==> src/rtl/chirp_mon_pkg.sv <==
// Shared types and constants for the chirp monitor: FSM state encoding,
// NCO control word width and the muted-chirp gap ceiling.
package chirp_mon_pkg;

  localparam int CTRL_W  = 32;
  localparam int GAP_MAX = 15;

  typedef enum logic [1:0] {
    ST_HUNT,
    ST_ARM,
    ST_MEASURE
  } state_e;

endpackage

==> src/rtl/chirp_step_classify.sv <==
// Holds the previous NCO control sample and classifies the current one as
// up/down change with its unsigned delta; no change is reported until a first sample is held.
module chirp_step_classify
  import chirp_mon_pkg::*;
(
  input  logic              clk,
  input  logic              rst,
  input  logic [CTRL_W-1:0] ctrl_i,
  output logic              change_o,
  output logic              up_o,
  output logic              down_o,
  output logic [CTRL_W-1:0] delta_o,
  output logic [CTRL_W-1:0] prev_o
);

  logic [CTRL_W-1:0] prev_q;
  logic              prev_vld_q;

  always_ff @(posedge clk or posedge rst) begin
    if (rst) begin
      prev_q     <= '0;
      prev_vld_q <= 1'b0;
    end else begin
      prev_q     <= ctrl_i;
      prev_vld_q <= 1'b1;
    end
  end

  assign up_o     = prev_vld_q && (ctrl_i > prev_q);
  assign down_o   = prev_vld_q && (ctrl_i < prev_q);
  assign change_o = up_o | down_o;
  assign delta_o  = up_o ? (ctrl_i - prev_q) : (prev_q - ctrl_i);
  assign prev_o   = prev_q;

endmodule

==> src/rtl/chirp_monitor.sv <==
// Passive NCO-control observer: locks the sweep direction, then reports start/end/step/interval/length/muting
// one cycle after each wrap. Define CHIRP_MON_CHECK_EN to build the sticky step-consistency flag on err.
module chirp_monitor
  import chirp_mon_pkg::*;
#(
  parameter int CNT_W = 32
) (
  input  logic              clk,
  input  logic              rst,
  input  logic              nco_reset,
  input  logic [CTRL_W-1:0] nco_ctrl,
  output logic              locked,
  output logic              rpt_valid,
  output logic              rpt_is_down,
  output logic [CTRL_W-1:0] rpt_start,
  output logic [CTRL_W-1:0] rpt_end,
  output logic [CTRL_W-1:0] rpt_step,
  output logic [CNT_W-1:0]  rpt_interval,
  output logic [CNT_W-1:0]  rpt_length,
  output logic              rpt_muted,
  output logic [3:0]        rpt_gap,
  output logic              err
);

  logic              change, up, down;
  logic [CTRL_W-1:0] delta, prev;

  chirp_step_classify u_classify (
    .clk      (clk),
    .rst      (rst),
    .ctrl_i   (nco_ctrl),
    .change_o (change),
    .up_o     (up),
    .down_o   (down),
    .delta_o  (delta),
    .prev_o   (prev)
  );

  state_e            state_q, state_d;
  logic              dir_down_q, dir_down_d;
  logic              pair_vld_q, pair_vld_d;
  logic              pair_down_q, pair_down_d;
  logic              locked_q, locked_d;
  logic [CTRL_W-1:0] start_q, start_d;
  logic [CTRL_W-1:0] step_q, step_d;
  logic              has_step_q, has_step_d;
  logic [CNT_W-1:0]  len_q, len_d;
  logic [CNT_W-1:0]  int_cnt_q, int_cnt_d;
  logic [CNT_W-1:0]  ival_q, ival_d;
  logic              muted_q, muted_d;
  logic [3:0]        gap_q, gap_d;
  logic              rpt_valid_q, rpt_valid_d;
  logic              rpt_is_down_q, rpt_is_down_d;
  logic [CTRL_W-1:0] rpt_start_q, rpt_start_d;
  logic [CTRL_W-1:0] rpt_end_q, rpt_end_d;
  logic [CTRL_W-1:0] rpt_step_q, rpt_step_d;
  logic [CNT_W-1:0]  rpt_interval_q, rpt_interval_d;
  logic [CNT_W-1:0]  rpt_length_q, rpt_length_d;
  logic              rpt_muted_q, rpt_muted_d;
  logic [3:0]        rpt_gap_q, rpt_gap_d;
  logic              start_chirp;
  logic              same, opp;
`ifdef CHIRP_MON_CHECK_EN
  logic              err_q, err_d;
`endif

  function automatic logic [CNT_W-1:0] sat_inc(input logic [CNT_W-1:0] v);
    return (v == '1) ? v : v + CNT_W'(1);
  endfunction

  // Step/wrap are relative to the locked direction.
  assign same = dir_down_q ? down : up;
  assign opp  = dir_down_q ? up : down;

  always_comb begin
    state_d        = state_q;
    dir_down_d     = dir_down_q;
    pair_vld_d     = pair_vld_q;
    pair_down_d    = pair_down_q;
    locked_d       = locked_q;
    start_d        = start_q;
    step_d         = step_q;
    has_step_d     = has_step_q;
    len_d          = len_q;
    int_cnt_d      = int_cnt_q;
    ival_d         = ival_q;
    muted_d        = muted_q;
    gap_d          = gap_q;
    rpt_valid_d    = 1'b0;
    rpt_is_down_d  = rpt_is_down_q;
    rpt_start_d    = rpt_start_q;
    rpt_end_d      = rpt_end_q;
    rpt_step_d     = rpt_step_q;
    rpt_interval_d = rpt_interval_q;
    rpt_length_d   = rpt_length_q;
    rpt_muted_d    = rpt_muted_q;
    rpt_gap_d      = rpt_gap_q;
    start_chirp    = 1'b0;
`ifdef CHIRP_MON_CHECK_EN
    err_d          = err_q;
`endif

    case (state_q)
      ST_HUNT: begin
        if (change) begin
          if (pair_vld_q && (pair_down_q == down)) begin
            dir_down_d = down;
            state_d    = ST_ARM;
          end else begin
            pair_vld_d  = 1'b1;
            pair_down_d = down;
          end
        end
      end
      ST_ARM: begin
        if (opp) begin
          state_d     = ST_MEASURE;
          locked_d    = 1'b1;
          start_chirp = 1'b1;
        end
      end
      ST_MEASURE: begin
        if (opp) begin
          rpt_valid_d    = 1'b1;
          rpt_is_down_d  = dir_down_q;
          rpt_start_d    = start_q;
          rpt_end_d      = prev;
          rpt_step_d     = has_step_q ? step_q : '0;
          rpt_interval_d = has_step_q ? ival_q : len_q;
          rpt_length_d   = len_q;
          rpt_muted_d    = muted_q;
          if (muted_q) begin
            rpt_gap_d = 4'd0;
            gap_d     = (gap_q == 4'(GAP_MAX)) ? gap_q : gap_q + 4'd1;
          end else begin
            rpt_gap_d = gap_q;
            gap_d     = 4'd0;
          end
          start_chirp = 1'b1;
        end else begin
          len_d = sat_inc(len_q);
          if (same) begin
`ifdef CHIRP_MON_CHECK_EN
            if (has_step_q && (delta != step_q)) err_d = 1'b1;
`endif
            if (!has_step_q) step_d = delta;
            has_step_d = 1'b1;
            ival_d     = int_cnt_q;
            int_cnt_d  = CNT_W'(1);
          end else begin
            int_cnt_d = sat_inc(int_cnt_q);
          end
        end
      end
      default: state_d = ST_HUNT;
    endcase

    // The wrap sample is the first sample of the next chirp.
    if (start_chirp) begin
      start_d    = nco_ctrl;
      len_d      = CNT_W'(1);
      int_cnt_d  = CNT_W'(1);
      has_step_d = 1'b0;
      step_d     = '0;
      muted_d    = nco_reset;
    end
  end

  always_ff @(posedge clk or posedge rst) begin
    if (rst) begin
      state_q        <= ST_HUNT;
      dir_down_q     <= 1'b0;
      pair_vld_q     <= 1'b0;
      pair_down_q    <= 1'b0;
      locked_q       <= 1'b0;
      start_q        <= '0;
      step_q         <= '0;
      has_step_q     <= 1'b0;
      len_q          <= '0;
      int_cnt_q      <= '0;
      ival_q         <= '0;
      muted_q        <= 1'b0;
      gap_q          <= 4'd0;
      rpt_valid_q    <= 1'b0;
      rpt_is_down_q  <= 1'b0;
      rpt_start_q    <= '0;
      rpt_end_q      <= '0;
      rpt_step_q     <= '0;
      rpt_interval_q <= '0;
      rpt_length_q   <= '0;
      rpt_muted_q    <= 1'b0;
      rpt_gap_q      <= 4'd0;
    end else begin
      state_q        <= state_d;
      dir_down_q     <= dir_down_d;
      pair_vld_q     <= pair_vld_d;
      pair_down_q    <= pair_down_d;
      locked_q       <= locked_d;
      start_q        <= start_d;
      step_q         <= step_d;
      has_step_q     <= has_step_d;
      len_q          <= len_d;
      int_cnt_q      <= int_cnt_d;
      ival_q         <= ival_d;
      muted_q        <= muted_d;
      gap_q          <= gap_d;
      rpt_valid_q    <= rpt_valid_d;
      rpt_is_down_q  <= rpt_is_down_d;
      rpt_start_q    <= rpt_start_d;
      rpt_end_q      <= rpt_end_d;
      rpt_step_q     <= rpt_step_d;
      rpt_interval_q <= rpt_interval_d;
      rpt_length_q   <= rpt_length_d;
      rpt_muted_q    <= rpt_muted_d;
      rpt_gap_q      <= rpt_gap_d;
    end
  end

`ifdef CHIRP_MON_CHECK_EN
  always_ff @(posedge clk or posedge rst) begin
    if (rst) err_q <= 1'b0;
    else     err_q <= err_d;
  end
  assign err = err_q;
`else
  assign err = 1'b0;
`endif

  assign locked       = locked_q;
  assign rpt_valid    = rpt_valid_q;
  assign rpt_is_down  = rpt_is_down_q;
  assign rpt_start    = rpt_start_q;
  assign rpt_end      = rpt_end_q;
  assign rpt_step     = rpt_step_q;
  assign rpt_interval = rpt_interval_q;
  assign rpt_length   = rpt_length_q;
  assign rpt_muted    = rpt_muted_q;
  assign rpt_gap      = rpt_gap_q;

endmodule

==> config.mk <==
export PLATFORM = sky130hd
export DESIGN_NAME = chirp_monitor
export DESIGN_NICKNAME = d
export VERILOG_FILES = /design/src/rtl/chirp_mon_pkg.sv /design/src/rtl/chirp_step_classify.sv /design/src/rtl/chirp_monitor.sv
export SDC_FILE = /design/constraint.sdc
export NUM_CORES = 1
export LEC_CHECK = 0
export CAP_MARGIN = 10
export CORE_MARGIN = 2
export CORE_UTILIZATION = 52
export CTS_BUF_LIST = sky130_fd_sc_hd__clkbuf_4 sky130_fd_sc_hd__clkbuf_8 sky130_fd_sc_hd__clkbuf_16
export DETAILED_ROUTE_END_ITERATION = 7
export PLACE_DENSITY_LB_ADDON = 0.2
export SYNTH_ARGS = -nofsm -noshare
export SYNTH_HDL_FRONTEND = slang
export SYNTH_HIERARCHICAL = 1
export SYNTH_SLANG_ARGS = --single-unit
==> constraint.sdc <==
create_clock -name clk -period 11.6 [get_ports clk]
set_clock_uncertainty 0.15 [all_clocks]
set_input_delay 2.32 -clock clk [delete_from_list [all_inputs] [get_ports clk]]
set_output_delay 2.32 -clock clk [all_outputs]
set_load 0.02 [all_outputs]
After elaboration in Yosys (flattened, before gate mapping)
Index checks and enable logic that the tools add are counted.

Reductions and logical operators: 18. Muxes and demuxes: 33. Bitwise operators: 4. Add/subtract/negate cells: 5. Order comparisons: 2. Eq/ne operators: 14.

Operators with widths (count): two-way mux 32 bit (17); adder 32 x 1 -> 32 bit (second input constant) (2); equality test 32 bit (second input constant) (2); subtractor 32 bit (2); greater-than comparator 32 bit (1); < comparator 32 bit (1); AND reduction 3 bit (7); two-way mux 4 bit (3); != test 2 bit (second input constant) (6); two-way mux 1 bit (9); AND reduction 4 bit (2); two-way mux 2 bit (3); case mux 2 bit (3 select lines) (1); adder 4 x 1 -> 4 bit (second input constant) (1); equality test 4 bit (second input constant) (1); AND reduction 2 bit (2); nonzero test 2 bit (2); logical AND 1 bit (3); != test 3 bit (second input constant) (1); inverter 1 bit (3); equality test 2 x 1 -> 1 bit (second input constant) (1); equality test 2 bit (second input constant) (1); zero test 2 bit (1); != test 2 x 1 -> 1 bit (second input constant) (1); 3 further kinds (3).

Input port bits: 35. Logic and storage cells: 100. Output and inout bits: 169. Bits in registers: 372.

Depth between registers and ports, before layout
Gate-level depths: netlist (run 1).

Word-level depth: 8. Depth in mapped cells: 19. Gate-level depth less buffers: 16.

Modules after synthesis
Netlist (run 1), hierarchy kept.

Modules (own cells, without submodules): chirp_monitor (instances 1, area an instance 14775.4 sq um, cells an instance 1562); chirp_step_classify (instances 1, area an instance 4344.2 sq um, cells an instance 551).

Worst setup path before layout (run 1)
Ideal clock, no wire load.

Path type: input to register. Start point: input nco_ctrl[23]. End point: register int_cnt_q[6]. Slack: 5.643 ns. Library setup time: 0.121 ns. Arrival time: 5.686 ns. Cell stages on the path: 17. Required time: 11.329 ns. Path through: inv_1 -> ha_1 -> buf_6 -> nand4_4 -> nor3_4 -> nand4_2 -> o41ai_4 -> a21oi_2 -> buf_6 -> buf_2 -> buf_6 -> or3_1 -> clkbuf_1 -> a2111oi_4 -> buf_6 -> nor2_1 -> a22o_1.

Word-level cells in the longest chain between the ends: 7. Elaborated cells between the ends (all ways): 16. Classes of those cells: order compare: 2; eq/ne: 2; mux: 8; reduce/logical: 4.

Ends and longest elaborated chain: start, declared (line chirp_monitor.sv:11) `input logic [CTRL_W-1:0] nco_ctrl,`; greater-than comparator 32 bit (*) (line chirp_step_classify.sv:29) `assign up_o = prev_vld_q && (ctrl_i > prev_q);`; logical AND 1 bit (*) (line chirp_step_classify.sv:29); named net up (line chirp_monitor.sv:25) `logic change, up, down;`; two-way mux 1 bit (on tied branches) (line chirp_monitor.sv:73, chirp_monitor.sv:72); two-way mux 1 bit / two-way mux 32 bit (equally long branches) (line chirp_monitor.sv:116, chirp_monitor.sv:123, chirp_monitor.sv:142); two-way mux 1 bit / two-way mux 32 bit (equally long branches); != test 3 bit (no line), or another cell as far along; AND reduction 3 bit (no line) / two-way mux 32 bit (equally long branches); end signal, assigned (line chirp_monitor.sv:203) `int_cnt_q <= int_cnt_d;`; end, declared (line chirp_monitor.sv:48) `logic [CNT_W-1:0] int_cnt_q, int_cnt_d;`.

The timed path passes the listed nets; every way through them passes the cells marked *. The select of a mux whose other input is x is not followed. A chain may end at the register's enable or synchronous reset.

Worst setup path in the final report (run 1)
Start point: input nco_ctrl[0]. End point: register gap_q[1].

Word-level cells in the longest chain between the ends: 4. Elaborated cells between the ends (all ways): 6. Classes of those cells: order compare: 2; mux: 1; reduce/logical: 3.

Ends and longest elaborated chain: greater-than comparator 32 bit (line chirp_step_classify.sv:29); logical AND 1 bit (line chirp_step_classify.sv:29); named net up (line chirp_monitor.sv:25); two-way mux 1 bit (line chirp_monitor.sv:73) `assign opp = dir_down_q ? up : down;`; AND reduction 3 bit (no line); end signal, assigned (line chirp_monitor.sv:206) `gap_q <= gap_d;`; end, declared (line chirp_monitor.sv:51) `logic [3:0] gap_q, gap_d;`.

The timed path passes the listed nets, and every way through them passes these cells.

==> flow_metrics.env, run 1 <==
export IMPL_cp_arrival_ns=7.88
export IMPL_area_growth_syn_to_layout_pct=18.2
export IMPL_number_of_remaining_drc_errors=0
export IMPL_syn_num_nets=2219
export IMPL_ctsHtreeMaxLevel=2
export IMPL_worst_slew_pin_slew_ns=1.12
export IMPL_grt_first_pass_wirelength_mm=82.9
export IMPL_synth_cell_types=94
export IMPL_die_width_um=196
export IMPL_first_iter_violations=1260
export IMPL_effective_utilization_at_floorplan=0.525
export IMPL_power_per_cell_area_nw_per_um2=202
export IMPL_rows=70
export IMPL_synth_top_flop_cell="sky130_fd_sc_hd__dfrtp_1"
export IMPL_vias=15871
export IMPL_post_place_cells=2673
export IMPL_synth_enable_flop_cells=0
export IMPL_cts_tree="done"
export IMPL_irDropWorstVdd_mv=0.133
export IMPL_io_buffers=202
export IMPL_postSynthRegisterBits=372
export IMPL_core_area_sq_um=36400
export IMPL_max_cap_violations=0
export IMPL_outcome="finished clean"
export IMPL_drtAntennaViolNets=0
export IMPL_insertion_delay_ns=0.55
export IMPL_power_share_switching=0.357
export IMPL_final_fill_count=3109
export IMPL_max_slew_headroom=0.252
export IMPL_fin_cells=2740
export IMPL_clkSlewWorstSetupHoldPaths_ns=0.06
export IMPL_routed_wirelength_mm=51.4
export IMPL_die_y_extent_um=196
export IMPL_hold_violations=0
export IMPL_final_setup_tns_ns=0
export IMPL_fin_crit_sh=0.658
export IMPL_critPathCaptureType="flip-flop"
export IMPL_seq_total_area_yosys=0.487
export IMPL_placed_area_sq_um=21300
export IMPL_clk_path_buf_depth=3
export IMPL_tritonroute_pass_1_iters=5
export IMPL_post_synth_cell_area_avg_sq_um=9.05
export IMPL_die_area_sq_um=38300
export IMPL_power_share_clock=0.276
export IMPL_cts_resized_gates=0
export IMPL_vias_in_the_first_global_route=15393
export IMPL_critical_path_required_ns=11.85
export IMPL_drt_vias_per_instance=5.79
export IMPL_max_freq_mhz=131
export IMPL_finalSetupViolations=0
export IMPL_cp_start_kind="input pin"
export IMPL_floorplan_io_pins=204
export IMPL_share_of_flip_flops_with_an_asynchronous_set_or_reset_after_synthesis=1.00
export IMPL_insertedDiodeCount=0
export IMPL_groute_usage_overall=0.268
export IMPL_cts_sink_count=372
export IMPL_critPathMaxFanout=77
export IMPL_fin_total_pwr_mw=4.58
export IMPL_slew_violations=0
export IMPL_netlist_area_sq_um=19100
export IMPL_wire_per_inst_um=18.7
export IMPL_final_net_count=2353
export IMPL_unrepaired_setup_endpoints_after_global_routing="no"
export IMPL_sequentialPowerShare=0.410
export IMPL_cts_root_buffer="sky130_fd_sc_hd__clkbuf_16"
export IMPL_cts_hold_repair_buffers=0
export IMPL_grt_overflow=0
export IMPL_clock_buffer_count_from_cts=40
export IMPL_share_comb_of_total_power=0.314
export IMPL_total_leakage_power_nw=10.7
export IMPL_final_period_minus_worst_setup_slack_ns=7.63
export IMPL_power_internal_mw=2.94
export IMPL_timing_hold_worst_class="reg2reg"
export IMPL_dp_final_hpwl_mm=35.3
export IMPL_stdcell_area_sq_um=22600
export IMPL_grt_max_degree=175
export IMPL_post_cts_buffers=0
export IMPL_timing_setup_critical_path_class="in2reg"
export IMPL_gp_congestion=0.884
export IMPL_switching_power_of_the_nets_mw=1.63
export IMPL_synth_cells=2113
export IMPL_antenna_violations_before_repair=0
export IMPL_drive_gt1_frac=0.0704
export IMPL_ys_warns=6
-- flip-flops by register name, indices dropped and copies added (netlist names), 32 cells and up --
signal	cells
rpt_length	32
ival_q	32
u_classify/prev_o	32
start_q	32
rpt_step	32
rpt_end	32
len_q	32
rpt_interval	32
int_cnt_q	32
step_q	32
rpt_start	32
-- worst paths after layout --
kind,start,to,slack [ns],cells after the start
hold / removal,start_q[8],rpt_start[8],0.32,2
setup reg to reg,u_classify/prev_o[0],gap_q[1],5.97,15
min in group asynchronous,rst,u_classify/prev_o[21],2.14,3
max in group asynchronous,rst,rpt_length[12],7.56,4
setup / recovery,nco_ctrl[0],gap_q[1],3.97,17
hold reg to reg,start_q[8],rpt_start[8],0.32,2
-- power by group through the flow --
stage	Sequential, mW	Clock [mW]	Combinational [mW]
CTS	1.87	1.28	1.45
floorplan	2.00	0	0.719
global route	1.91	1.34	1.58
global placement	1.88	0	1.40
detailed placement	1.89	0	1.44
finish	1.87	1.26	1.44
-- critical path, cell delays in order --
cell and delay [ns]:
sky130_fd_sc_hd__clkdlybuf4s50_1 0.56, sky130_fd_sc_hd__inv_1 0.06, sky130_fd_sc_hd__ha_1 0.22, sky130_fd_sc_hd__fa_1 0.42
sky130_fd_sc_hd__and3b_1 0.29, sky130_fd_sc_hd__o211ai_1 0.13, sky130_fd_sc_hd__a21oi_1 0.25, sky130_fd_sc_hd__o21bai_1 0.17
sky130_fd_sc_hd__a21oi_4 0.16, sky130_fd_sc_hd__buf_4 0.57, sky130_fd_sc_hd__mux2_4 0.38, sky130_fd_sc_hd__nand2_4 0.34
sky130_fd_sc_hd__inv_4 0.63, sky130_fd_sc_hd__buf_4 0.76, sky130_fd_sc_hd__o21ai_0 0.26, sky130_fd_sc_hd__nand2_1 0.14
sky130_fd_sc_hd__o21ai_0 0.11
-- cells by family (layout without fill, tap and decap cells) --
family / Yosys count / in the layout / synth area share
compound gates: 408 / 408 / 0.140
xor+xnor: 31 / 31 / 0.0142
fa+ha+maj: 71 / 71 / 0.0472
buf+inv: 218 / 377 / 0.0491
flops: 372 / 372 / 0.487
mux: 78 / 78 / 0.0429
other cells: 2 / 2 / 0.000393
simple gates: 933 / 933 / 0.219
-- cell usage after synthesis (14+ instances only) --
| library cell | instances | area, sq um |
|---|---|---|
| sky130_fd_sc_hd__o21ai_0 | 126 | 631 |
| sky130_fd_sc_hd__nand3_1 | 75 | 375 |
| sky130_fd_sc_hd__clkbuf_1 | 76 | 285 |
| sky130_fd_sc_hd__nand2_1 | 644 | 2420 |
| sky130_fd_sc_hd__a211oi_1 | 20 | 150 |
| sky130_fd_sc_hd__nand4_1 | 28 | 175 |
| sky130_fd_sc_hd__mux2i_1 | 50 | 500 |
| sky130_fd_sc_hd__nor2_1 | 43 | 161 |
| sky130_fd_sc_hd__xor2_1 | 15 | 131 |
| sky130_fd_sc_hd__mux2_2 | 27 | 304 |
| sky130_fd_sc_hd__dfrtp_1 | 372 | 9310 |
| sky130_fd_sc_hd__xnor2_1 | 16 | 140 |
| sky130_fd_sc_hd__buf_2 | 29 | 145 |
| sky130_fd_sc_hd__o31ai_1 | 21 | 158 |
| sky130_fd_sc_hd__nor3_1 | 15 | 75.1 |
| sky130_fd_sc_hd__nor4_1 | 15 | 93.8 |
| sky130_fd_sc_hd__o211ai_1 | 14 | 105 |
| sky130_fd_sc_hd__inv_1 | 94 | 353 |
| sky130_fd_sc_hd__a21o_1 | 32 | 240 |
| sky130_fd_sc_hd__and3_1 | 15 | 93.8 |
| sky130_fd_sc_hd__a21oi_1 | 83 | 415 |
| sky130_fd_sc_hd__ha_1 | 69 | 863 |
-- cells in the final DEF, fill, tap and decap left out, types with 15 or more instances in the layout --
cell type                         netlist  routed
sky130_fd_sc_hd__dfrtp_1              372     371
sky130_fd_sc_hd__nor2_1                43      42
sky130_fd_sc_hd__clkbuf_16              0      40
sky130_fd_sc_hd__a21o_1                32      32
sky130_fd_sc_hd__mux2i_1               50      49
sky130_fd_sc_hd__inv_1                 94      93
sky130_fd_sc_hd__nand4_1               28      28
sky130_fd_sc_hd__a211oi_1              20      20
sky130_fd_sc_hd__xor2_1                15      15
sky130_fd_sc_hd__xnor2_1               16      16
sky130_fd_sc_hd__and3_1                15      15
sky130_fd_sc_hd__o21ai_0              126     126
sky130_fd_sc_hd__mux2_2                27      27
sky130_fd_sc_hd__nand3_1               75      75
sky130_fd_sc_hd__nor4_1                15      15
sky130_fd_sc_hd__o31ai_1               21      21
sky130_fd_sc_hd__ha_1                  69      69
sky130_fd_sc_hd__clkdlybuf4s50_1        0     202
sky130_fd_sc_hd__nand2_1              644     642
sky130_fd_sc_hd__a21oi_1               83      83
-- layer usage --
layer / wire length (um) / track usage / vias up
met3: 3000 / 0.0411 / 81
li1: - / - / 7491
met5: 0 / 0 / -
met1: 24100 / 0.398 / 7819
met2: 23200 / 0.412 / 480
met4: 1100 / 0.0727 / 0
-- layout make-up --
| type | count | area (sq um) | share of cell area |
|---|---|---|---|
| tap | 468 | 586 | 0.0259 |
| clock buffer | 56 | 1160 | 0.0515 |
| inverter | 95 | 363 | 0.0160 |
| multi-input combinational | 1523 | 8910 | 0.394 |
| timing repair buffer | 215 | 2140 | 0.0949 |
| sequential | 372 | 9310 | 0.412 |
| clock inverter | 11 | 125 | 0.00553 |
-- per-stage QoR --
stage / hold slack [ns] / setup WS, ns / util
2_1_floorplan: 0.275 / 4.60 / -
3_3_place_gp: 0.292 / 3.64 / 0.585
3_5_place_dp: 0.301 / 3.52 / 0.585
4_1_cts: 0.316 / 4.06 / 0.621
5_1_grt: 0.339 / 3.61 / 0.621
6_report: 0.319 / 3.97 / 0.621
Note: power is estimated with default switching activity, not from simulation.
==> run 2: changes to the inputs <==
Clock period 11.6 ns to 6.7 ns, I/O delays scaled along.
==> flow_metrics.env, run 2 (synthesized netlist as in run 1, its figures left out) <==
export IMPL_slack_of_the_worst_reg_to_reg_path_ns=2.40
export IMPL_wire_per_inst_um=18.6
export IMPL_first_iter_violations=1279
export IMPL_dp_final_hpwl_mm=36.1
export IMPL_post_cts_buffers=0
export IMPL_fin_crit_sh=0.797
export IMPL_timing_hold_worst_class="reg2reg"
export IMPL_vias=15843
export IMPL_gp_congestion=0.902
export IMPL_grt_max_degree=205
export IMPL_timing_hold_worst_start="rpt_step[21]"
export IMPL_post_place_cells=2681
export IMPL_worst_r2r_endpoint="int_cnt_q[6]"
export IMPL_finalSetupViolations=0
export IMPL_cts_hold_repair_buffers=0
export IMPL_core_area_sq_um=36400
export IMPL_die_width_um=196
export IMPL_fin_worst_hold_slack_ns=0.317
export IMPL_power_per_cell_area_nw_per_um2=350
export IMPL_vias_in_the_first_global_route=15566
export IMPL_drive_gt1_frac=0.0741
export IMPL_irDropWorstVdd_mv=0.222
export IMPL_die_area_sq_um=38300
export IMPL_clkSlewWorstSetupHoldPaths_ns=0.06
export IMPL_timing_setup_critical_path_class="in2reg"
export IMPL_critical_path_required_ns=6.98
export IMPL_insertedDiodeCount=0
export IMPL_ctsHtreeMaxLevel=2
export IMPL_clock_buffer_count_from_cts=39
export IMPL_io_buffers=202
export IMPL_total_leakage_power_nw=10.8
export IMPL_fin_cells=2749
export IMPL_leading_cell_type_in_the_layout_fill_and_taps_excluded="sky130_fd_sc_hd__nand2_1"
export IMPL_slew_violations=0
export IMPL_worst_r2r_cell_count=12
export IMPL_cts_tree="done"
export IMPL_antenna_violations_before_repair=0
export IMPL_regToRegStartpoint="u_classify/prev_o[9]"
export IMPL_final_net_count=2360
export IMPL_critPathCaptureType="flip-flop"
export IMPL_max_cap_violations=0
export IMPL_final_period_minus_worst_setup_slack_ns=5.34
export IMPL_tritonroute_pass_1_iters=5
export IMPL_leading_cell_types_in_the_layout_fill_and_taps_excluded="642 x sky130_fd_sc_hd__nand2_1, 371 x sky130_fd_sc_hd__dfrtp_1, 202 x sky130_fd_sc_hd__clkdlybuf4s50_1"
export IMPL_drt_vias_per_instance=5.76
export IMPL_hold_violations=0
export IMPL_drtAntennaViolNets=0
export IMPL_routed_wirelength_mm=51.1
export IMPL_critPathMaxFanout=20
export IMPL_grt_first_pass_wirelength_mm=83.6
export IMPL_hold_path_cell_count=2
export IMPL_max_freq_mhz=187
export IMPL_cts_root_buffer="sky130_fd_sc_hd__clkbuf_16"
export IMPL_grt_overflow=0
export IMPL_floorplan_io_pins=204
export IMPL_clk_path_buf_depth=3
export IMPL_area_growth_syn_to_layout_pct=18.8
export IMPL_effective_utilization_at_floorplan=0.525
export IMPL_cp_arrival_ns=5.62
export IMPL_cts_sink_count=372
export IMPL_outcome="finished clean"
export IMPL_die_y_extent_um=196
export IMPL_worst_hold_path_endpoint="rpt_step[21]"
export IMPL_unrepaired_setup_endpoints_after_global_routing="no"
export IMPL_cts_resized_gates=0
export IMPL_final_setup_tns_ns=0
export IMPL_max_slew_headroom=0.361
export IMPL_cp_start_kind="input pin"
export IMPL_worst_slew_pin_slew_ns=0.949
export IMPL_rows=70
export IMPL_number_of_remaining_drc_errors=0
export IMPL_final_fill_count=3137
export IMPL_insertion_delay_ns=0.54
export IMPL_groute_usage_overall=0.270
[run 2: cell types whose count changed in the layout (fill, tap and decap cells not counted)]
cell                         previous run  this run
sky130_fd_sc_hd__clkbuf_4               9        10
sky130_fd_sc_hd__clkbuf_8               7         8
sky130_fd_sc_hd__bufinv_16              2         3
sky130_fd_sc_hd__buf_12                 2         3
sky130_fd_sc_hd__clkinvlp_4             3         1
sky130_fd_sc_hd__buf_4                 11        18
[run 2: metal layers]
layer  track usage  wire length [um]
met1         0.393             23700
met2         0.418             22900
met3        0.0469              3280
met4        0.0769              1240
met5             0                 0
[run 2: worst max-delay path by stage]
stage | start | endpoint | slack (ns)
finish | nco_ctrl[9] | int_cnt_q[6] | 1.36
global route | nco_ctrl[9] | rpt_length[17] | 0.93
CTS | nco_ctrl[9] | int_cnt_q[6] | 1.37
detailed placement | nco_ctrl[9] | int_cnt_q[6] | 0.80
global placement | nco_ctrl[9] | int_cnt_q[6] | 1.0
floorplan | rst | dir_down_q | 0.68
[run 2: worst max-delay path, cell delays in order]
cell and delay (ns):
sky130_fd_sc_hd__clkdlybuf4s50_1 0.56, sky130_fd_sc_hd__inv_1 0.07, sky130_fd_sc_hd__ha_1 0.42, sky130_fd_sc_hd__a21oi_1 0.26
sky130_fd_sc_hd__o21ai_0 0.18, sky130_fd_sc_hd__a211o_1 0.34, sky130_fd_sc_hd__o21bai_1 0.26, sky130_fd_sc_hd__and2_1 0.27
sky130_fd_sc_hd__nand2_1 0.09, sky130_fd_sc_hd__inv_1 0.29, sky130_fd_sc_hd__a21o_1 0.32, sky130_fd_sc_hd__nand2_1 0.55
sky130_fd_sc_hd__a211o_1 0.43, sky130_fd_sc_hd__a22o_1 0.23
[run 2: final cells by class]
type	count	area (sq um)	share of cell area
clock buffers	58	1190	0.0522
well taps	468	586	0.0258
flip-flops and latches	372	9310	0.410
repair buffers	223	2220	0.0976
clock inverters	10	140	0.00617
inverters	95	363	0.0160
multi-input cells	1523	8910	0.392
[run 2: power by group]
part / internal (mW) / switching [mW] / leakage (nW) / total (mW)
sequential: 2.82 / 0.424 / 4.92 / 3.24
clock: 1.34 / 0.881 / 0.670 / 2.22
combinational: 1.00 / 1.48 / 5.20 / 2.49
[run 2: stage by stage]
stage          area, sq um  power, mW   util  setup WS (ns)
2_1_floorplan        19100       4.71      -          0.677
3_3_place_gp         21400       5.68  0.587          0.999
3_5_place_dp         21400       5.76  0.587          0.802
4_1_cts              22700       8.00  0.623           1.37
5_1_grt              22700       8.39  0.623          0.934
6_report             22700       7.95  0.623           1.36
==> run 3: changes to the inputs <==
Settings changed: CORE_UTILIZATION 52 to 57.
Clock period 6.7 ns to 5 ns, I/O delays scaled along.
==> flow_metrics.env, run 3 (synthesized netlist as in run 1, its figures left out) <==
export IMPL_vias=16109
export IMPL_final_net_count=2410
export IMPL_power_internal_mw=6.95
export IMPL_timing_hold_worst_class="reg2reg"
export IMPL_final_period_minus_worst_setup_slack_ns=4.42
export IMPL_post_route_utilization=0.695
export IMPL_switching_power_of_the_nets_mw=3.80
export IMPL_first_iter_violations=1474
export IMPL_placed_area_sq_um=21800
export IMPL_cp_arrival_ns=4.74
export IMPL_max_cap_violations=0
export IMPL_power_share_switching=0.354
export IMPL_total_leakage_power_nw=11.0
export IMPL_area_growth_syn_to_layout_pct=21.0
export IMPL_drive_gt1_frac=0.0935
export IMPL_power_share_clock=0.272
export IMPL_die_width_um=187
export IMPL_worst_r2r_cell_count=15
export IMPL_max_freq_mhz=226
export IMPL_cts_sink_count=372
export IMPL_critPathCaptureType="flip-flop"
export IMPL_groute_usage_overall=0.299
export IMPL_leading_cell_types_in_the_layout_fill_and_taps_excluded="642 x sky130_fd_sc_hd__nand2_1, 371 x sky130_fd_sc_hd__dfrtp_1, 202 x sky130_fd_sc_hd__clkdlybuf4s50_1"
export IMPL_dp_final_hpwl_mm=37.2
export IMPL_post_cts_buffers=0
export IMPL_worst_slew_pin_slew_ns=1.03
export IMPL_clock_buffer_count_from_cts=40
export IMPL_grt_overflow=0
export IMPL_die_y_extent_um=187
export IMPL_drtAntennaViolNets=0
export IMPL_slew_violations=0
export IMPL_cts_root_buffer="sky130_fd_sc_hd__clkbuf_16"
export IMPL_worst_path_largest_cell_delay_ns=0.53
export IMPL_crit_path_max_delay_cell_type="sky130_fd_sc_hd__clkdlybuf4s50_1"
export IMPL_hold_path_cell_count=1
export IMPL_sequentialPowerShare=0.408
export IMPL_insertion_delay_ns=0.55
export IMPL_clkSlewWorstSetupHoldPaths_ns=0.06
export IMPL_cp_start_kind="input pin"
export IMPL_grt_first_pass_wirelength_mm=85.0
export IMPL_fin_crit_sh=0.884
export IMPL_core_area_sq_um=33300
export IMPL_io_buffers=202
export IMPL_finalSetupViolations=0
export IMPL_unrepaired_setup_endpoints_after_global_routing="no"
export IMPL_clk_path_buf_depth=3
export IMPL_stdcell_area_sq_um=23100
export IMPL_hold_violations=0
export IMPL_die_area_sq_um=35000
export IMPL_outcome="finished clean"
export IMPL_cp_cell_sequence="clkdlybuf4s50_1, inv_1, ha_1, nand4_4, nor3_4, nand4_2, o41ai_4, a21oi_4, mux2_4, nor2_1, buf_4, nand2_1, or4_1, a21oi_1"
export IMPL_effective_utilization_at_floorplan=0.574
export IMPL_final_setup_tns_ns=0
export IMPL_regToRegStartpoint="u_classify/prev_o[0]"
export IMPL_critical_path_required_ns=5.32
export IMPL_cts_tree="done"
export IMPL_cts_hold_repair_buffers=0
export IMPL_wire_per_inst_um=18.7
export IMPL_leading_cell_type_in_the_layout_fill_and_taps_excluded="sky130_fd_sc_hd__nand2_1"
export IMPL_antenna_violations_before_repair=0
export IMPL_worstPathBufferInverterCount=3
export IMPL_critPathTopFamily="simple AND/OR/NAND/NOR gates"
export IMPL_ctsHtreeMaxLevel=2
export IMPL_gp_congestion=0.909
export IMPL_worst_hold_path_endpoint="pair_vld_q"
export IMPL_fin_worst_hold_slack_ns=0.310
export IMPL_timing_setup_critical_path_class="in2reg"
export IMPL_worst_r2r_endpoint="len_q[17]"
export IMPL_slack_of_the_worst_reg_to_reg_path_ns=1.23
export IMPL_final_fill_count=2592
export IMPL_timing_hold_worst_start="pair_vld_q"
export IMPL_irDropWorstVdd_mv=0.373
export IMPL_cts_resized_gates=0
export IMPL_tritonroute_pass_1_iters=5
export IMPL_critPathMaxFanout=8
export IMPL_rows=67
export IMPL_grt_max_degree=142
export IMPL_routed_wirelength_mm=52.0
export IMPL_share_comb_of_total_power=0.320
export IMPL_number_of_remaining_drc_errors=0
export IMPL_drt_vias_per_instance=5.80
export IMPL_max_slew_headroom=0.305
export IMPL_insertedDiodeCount=0
export IMPL_vias_in_the_first_global_route=16066
export IMPL_floorplan_io_pins=204
export IMPL_power_per_cell_area_nw_per_um2=464
-- run 3: changes by cell type in the layout (fill, tap and decap cells not counted) --
cell | before | now
sky130_fd_sc_hd__clkinv_8 | 1 | 0
sky130_fd_sc_hd__clkinv_2 | 5 | 2
sky130_fd_sc_hd__buf_4 | 18 | 58
sky130_fd_sc_hd__clkinvlp_4 | 1 | 3
sky130_fd_sc_hd__buf_12 | 3 | 12
sky130_fd_sc_hd__nor3_1 | 14 | 15
sky130_fd_sc_hd__nor3_2 | 4 | 3
sky130_fd_sc_hd__bufinv_16 | 3 | 1
sky130_fd_sc_hd__inv_6 | 1 | 2
sky130_fd_sc_hd__clkbuf_8 | 8 | 7
sky130_fd_sc_hd__clkbuf_4 | 10 | 14
sky130_fd_sc_hd__clkbuf_16 | 40 | 41
-- run 3: how the worst max path moves through the flow --
| stage | start | end | slack, ns | depth (start not counted) |
|---|---|---|---|---|
| 2_1_floorplan | rst | dir_down_q | -0.68 | 1 |
| 3_3_place_gp | nco_ctrl[23] | len_q[17] | 0.16 | 14 |
| 3_5_place_dp | nco_ctrl[23] | len_q[14] | 0.05 | 12 |
| 4_1_cts | nco_ctrl[23] | len_q[14] | 0.62 | 12 |
| 5_1_grt | nco_ctrl[0] | len_q[14] | 0.40 | 15 |
| 6_report | nco_ctrl[23] | len_q[17] | 0.58 | 14 |
-- run 3: worst register-to-register path, delay by kind of cell, from the launching register on --
kind                     cells  cell delay (ns)
buffers and inverters        2             0.29
AO/OA/AOI/OAI                4             0.58
multiplexers                 1             0.31
flip-flops                   1             0.40
AND/OR/NAND/NOR              6             1.33
adder cells (fa/ha/maj)      2             0.64
-- run 3: power by group through the flow --
stage          registers [mW]  logic, mW  clock network [mW]
2_1_floorplan            4.64       1.67                   0
3_3_place_gp             4.39       3.35                   0
3_5_place_dp             4.42       3.43                   0
4_1_cts                  4.37       3.45                2.97
5_1_grt                  4.47       3.74                3.11
6_report                 4.38       3.44                2.93
-- run 3: through the flow --
stage,std cells,power [mW],setup slack [ns]
3_5_place_dp,2710,7.85,0.0514
4_1_cts,2779,10.8,0.621
5_1_grt,2779,11.3,0.399
2_1_floorplan,2113,6.31,-0.683
3_3_place_gp,2710,7.74,0.155
6_report,2779,10.7,0.578
-- run 3: final cells by class --
class                           count  area [sq um]  area share
Sequential cell                   372          9310       0.402
Multi-Input combinational cell   1523          8910       0.385
Timing Repair Buffer              272          2700       0.117
Clock buffer                       62          1230      0.0530
Tap cell                          448           561      0.0242
Inverter                           95           363      0.0157
Clock inverter                      7          72.6     0.00314
-- run 3: routing by layer --
layer | vias up | global-route usage | part of all wire
li1 | 7615 | - | -
met1 | 7893 | 0.435 | 0.46
met2 | 513 | 0.464 | 0.46
met3 | 88 | 0.0507 | 0.061
met4 | 0 | 0.0870 | 0.023
met5 | - | 0 | 0
==> patch 1: new RTL, config.mk and constraints of run 2 <==
Add a define of `CHIRP_MON_CHECK_EN`.
--- a/src/rtl/chirp_monitor.sv
+++ b/src/rtl/chirp_monitor.sv
@@ -2,2 +2,4 @@
 // one cycle after each wrap. Define CHIRP_MON_CHECK_EN to build the sticky step-consistency flag on err.
+`define CHIRP_MON_CHECK_EN
+
 module chirp_monitor
Check against the original RTL: not equivalent (Yosys sat finds a counterexample within 10 cycles, from zero or initial values and one cycle with rst high).
==> patch 1 against run 2 <==
  * Worst setup slack got worse by 330 ps
  * Synthesized area grew 0.40%
  * Via count increased by 1.5%
  * Power decreased by 1.4%
  * Wire length fell by 1.1%
  * Core utilization is 0.55 points higher
  * Sequential cell count grew 1
  * Non-clock buffer count grew 10
  * Cell area is 1.1% higher
  * Maximum frequency decreased by 5.9%
==> patch 1: results (changes against run 2) <==
CTS resizes=0 (unchanged); library cells used by synthesis=78 (-17%); initial antenna violation count=1 (+1); R2R Path Start=u_classify/prev_o[0]; Worst slew margin=0.2655 (-0.09592); input/output buffers=203 (+0.50%); Worst EP arrival=5960 ps (+340 ps); largest net degree at the start of global routing=149 (-27%); gpl congestion=0.9153 (+1.5%); worst r2r dst=err; min-delay worst type=flop to flop; Placed Instance Area=0.02161 mm^2 (+1.0%); 1st-pass router iterations=7 (+2); # fillers=3157 (+0.64%); Synth area leaders=dfrtp_1 49%, nand2_1 14%, ha_1 4.5%; Worst Path Max Fanout=30 (+50%); reg2reg setup slack=2060 ps (-340 ps); mux contribution to synthesized area=0.02757 (-0.01529); Post-Place Setup Slack=547.1 ps (-255.0 ps); register area=0.009335 mm^2 (+0.27%); setup ws final=1026 ps (-333.2 ps); Starting DRT DRC Count=1094 (-14%); Post-synth top cells=724 x nand2_1, 373 x dfrtp_1, 149 x o21ai_0, 116 x a21oi_1, 90 x inv_1; # diodes=0 (unchanged); Layout Nets=2457 (+4.1%); GRT Util Overall=0.2661 (-0.003874); status=complete, no violations; sw frac=0.3527 (+0.001984); Leak=10.87 nW (+0.74%); sequential element share of the synthesized area=0.4862 (-0.0006322); Total Routed Length=50.52 mm (-1.1%); reg2reg path depth=16 (+4); Num CTS Buffers=41 (+5.1%); HPWL Detailed=35.33 mm (-2.1%); first-pass GRT wire length=83.37 mm (-0.32%); share of cells above drive strength 1=0.05598 (-0.01811); Via density=5.653 (-1.9%); slowest CP cell=clkdlybuf4s50_1; vias in the first global route=15630 (+0.40%); final std cells w/o fill=2844 (+3.5%); Crit path max-delay family=buffers and inverters; DP Cell Count=2776 (+3.5%); Compound-Gate Fraction of Synth Area=0.1345 (-0.005445); worst setup path start=nco_ctrl[0]; Max rail drop VDD=0.1980 mV (-11%); Synth Area in Adders=0.04706 (-0.0001879)
-- patch 1: layout make-up --
class                   count  area share
multi-input cells        1611      0.3922
well taps                 468     0.02549
clock inverters            14    0.009205
inverters                  91     0.01514
flip-flops and latches    373      0.4064
clock buffers              54     0.05000
repair buffers            233      0.1015
-- patch 1: how the worst min path moves through the flow --
stage | start | end | slack, ps | cells after the start
CTS | pair_vld_q | pair_vld_q | 310 | 1
detailed placement | pair_vld_q | pair_vld_q | 290 | 1
global route | rpt_step[4] | rpt_step[4] | 330 | 2
finish | pair_vld_q | pair_vld_q | 310 | 1
global placement | pair_vld_q | pair_vld_q | 290 | 1
floorplan | pair_vld_q | pair_vld_q | 280 | 1
-- patch 1: logic make-up (layout without fill, tap and decap cells) --
group                      after synthesis  after routing
and+or+nand+nor                       1006           1006
AOI/OAI and AO/OA                      420            420
DFF                                    373            373
buffers and inverters                  213            392
adders and majority gates               71             71
xor gates and xnor gates                63             63
muxes                                   50             50
other                                    1              1
-- patch 1: routing by layer --
layer | share of wire | wire (um) | vias to the layer above | GRT usage
met5 | 0.00032 | 16 | - | 0
met2 | 0.44 | 22320 | 428 | 0.4087
li1 | - | - | 7742 | -
met3 | 0.061 | 3104 | 72 | 0.04951
met1 | 0.48 | 24130 | 7834 | 0.3925
met4 | 0.019 | 955 | 2 | 0.06201
-- patch 1: power groups by stage --
stage	Combinational, mW	Sequential (mW)	Clock [mW]
final	2.47	3.06	2.31
after CTS	2.47	3.06	2.35
after global placement	2.42	3.07	0
after global routing	2.71	3.11	2.43
after detailed placement	2.46	3.09	0
after floorplan	1.32	3.26	0
==> patch 2: new RTL, flow settings as in run 2 <==
Without the edit above. Encoding of `state_e`: now one-hot (3 bits for 3 states).
--- a/src/rtl/chirp_mon_pkg.sv
+++ b/src/rtl/chirp_mon_pkg.sv
@@ -7,6 +7,6 @@
 
-  typedef enum logic [1:0] {
-    ST_HUNT,
-    ST_ARM,
-    ST_MEASURE
+  typedef enum logic [2:0] {
+    ST_HUNT    = 3'b001,
+    ST_ARM     = 3'b010,
+    ST_MEASURE = 3'b100
   } state_e;
Function: same outputs for any inputs over 4 cycles, from zero or initial values and one cycle with rst high; so few cycles prove little.
==> patch 2 against run 2 <==
  * Worst setup slack worse by 370 ps
  * Sequential cell count rose by 1
  * Synthesized area fell by 0.39%
  * Cell area grew 0.41%
  * Largest cell class unchanged
  * Wire length rose by 3.1%
  * Critical path type unchanged
  * Global-route usage is 1.1 points higher
  * Maximum frequency is 6.5% lower
Power is not compared: it rests on default switching activity, and its combinational part moved more than twofold at a synthesized area within 25%.
==> patch 2: results (changes against run 2) <==
first-pass GRT wire length=85.27 mm (+2.0%); Worst slew margin=0.2087 (-0.1527); Via density=5.775 (+0.21%); vias in the first global route=15620 (+0.33%); Num CTS Buffers=41 (+5.1%); Worst Setup EP=len_q[18]; status=complete, no violations; Fmax achieved=0.1751 GHz (-6.5%); Placed Instance Area=0.02142 mm^2 (+0.12%); Post-Place Setup Slack=473.2 ps (-328.9 ps); library cells used by synthesis=85 (-9.6%); reg2reg setup slack=2010 ps (-390 ps); Worst EP arrival=5990 ps (+370 ps); DR WL met3=2.310 mm (-30%); critical path's largest stage delay=620 ps (+60 ps); Avg Cell Area, Syn=8.963 um^2 (-0.95%); M2 GR Usage=0.4675 (+0.04921); met1 wire length=22.52 mm (-4.9%); gpl congestion=0.9359 (+3.8%); Layout Nets=2371 (+0.47%); sequential element share of the synthesized area=0.4901 (+0.003267); HPWL Detailed=36.69 mm (+1.7%); largest net degree at the start of global routing=166 (-19%); Post-synth top cells=633 x nand2_1, 372 x dfrtp_1, 142 x o21ai_0, 91 x clkbuf_1, 87 x inv_1; clk_lat worst skew=570 ps (+30 ps); met3 Usage GRT=0.03506 (-0.01187); share of cells above drive strength 1=0.07522 (+0.001127); global routing met1 resource utilization=0.3694 (-0.02311); DP Cell Count=2693 (+0.45%); reg2reg path depth=13 (+1); Starting DRT DRC Count=1349 (+5.5%); Worst Path Max Fanout=31 (+55%); final std cells w/o fill=2768 (+0.69%); Synth area leaders=dfrtp_1 49%, nand2_1 12%, ha_1 4.3%; Detail Route met2 WL=25.72 mm (+12%)
-- patch 2: cell count changes after synthesis, moves of 6 or more --
cell             run 2  this run
o31ai_1             21        48
a31oi_1              7        25
or3_1               12         6
clkbuf_1            76        91
o21ai_0            126       142
inv_1               94        87
nor3_1              15        21
buf_6               10         4
a211oi_1            20         9
o21ai_1             12         1
nand3_1             75        81
nand2_1            644       633
o211ai_1            14         8
-- patch 2: tightest hold or removal path, stage by stage (launching register included) --
cell and delay [ps]:
dfrtp_1 340, nand2_1 50, nand2_1 50
-- patch 2: kinds of logic (layout without fill, tap and decap cells) --
group | after synthesis | after routing | share of synthesized area
and+or+nand+nor | 916 | 916 | 0.2116
AOI/OAI and AO/OA | 437 | 437 | 0.1484
DFF | 373 | 373 | 0.4901
buffers and inverters | 221 | 396 | 0.04730
muxes | 76 | 76 | 0.04198
adders and majority gates | 68 | 68 | 0.04546
xor gates and xnor gates | 32 | 32 | 0.01472
other | 2 | 2 | 0.0003943
-- patch 2: how the worst min path moves through the flow --
stage	start	to	slack (ps)
4_1_cts	rpt_step[31]	rpt_step[31]	320
2_1_floorplan	start_q[0]	rpt_start[0]	290
6_report	start_q[28]	rpt_start[28]	320
5_1_grt	start_q[18]	start_q[18]	340
3_3_place_gp	start_q[23]	rpt_start[23]	300
3_5_place_dp	rpt_step[31]	rpt_step[31]	300
-- patch 2: final cells by class --
cell class | count | area [um^2] | area share
flip-flops and latches | 373 | 9336 | 0.4093
repair buffers | 232 | 2297 | 0.1007
multi-input cells | 1531 | 8856 | 0.3883
well taps | 468 | 585.6 | 0.02567
clock inverters | 17 | 167.7 | 0.007351
clock buffers | 58 | 1226 | 0.05376
inverters | 89 | 340.3 | 0.01492
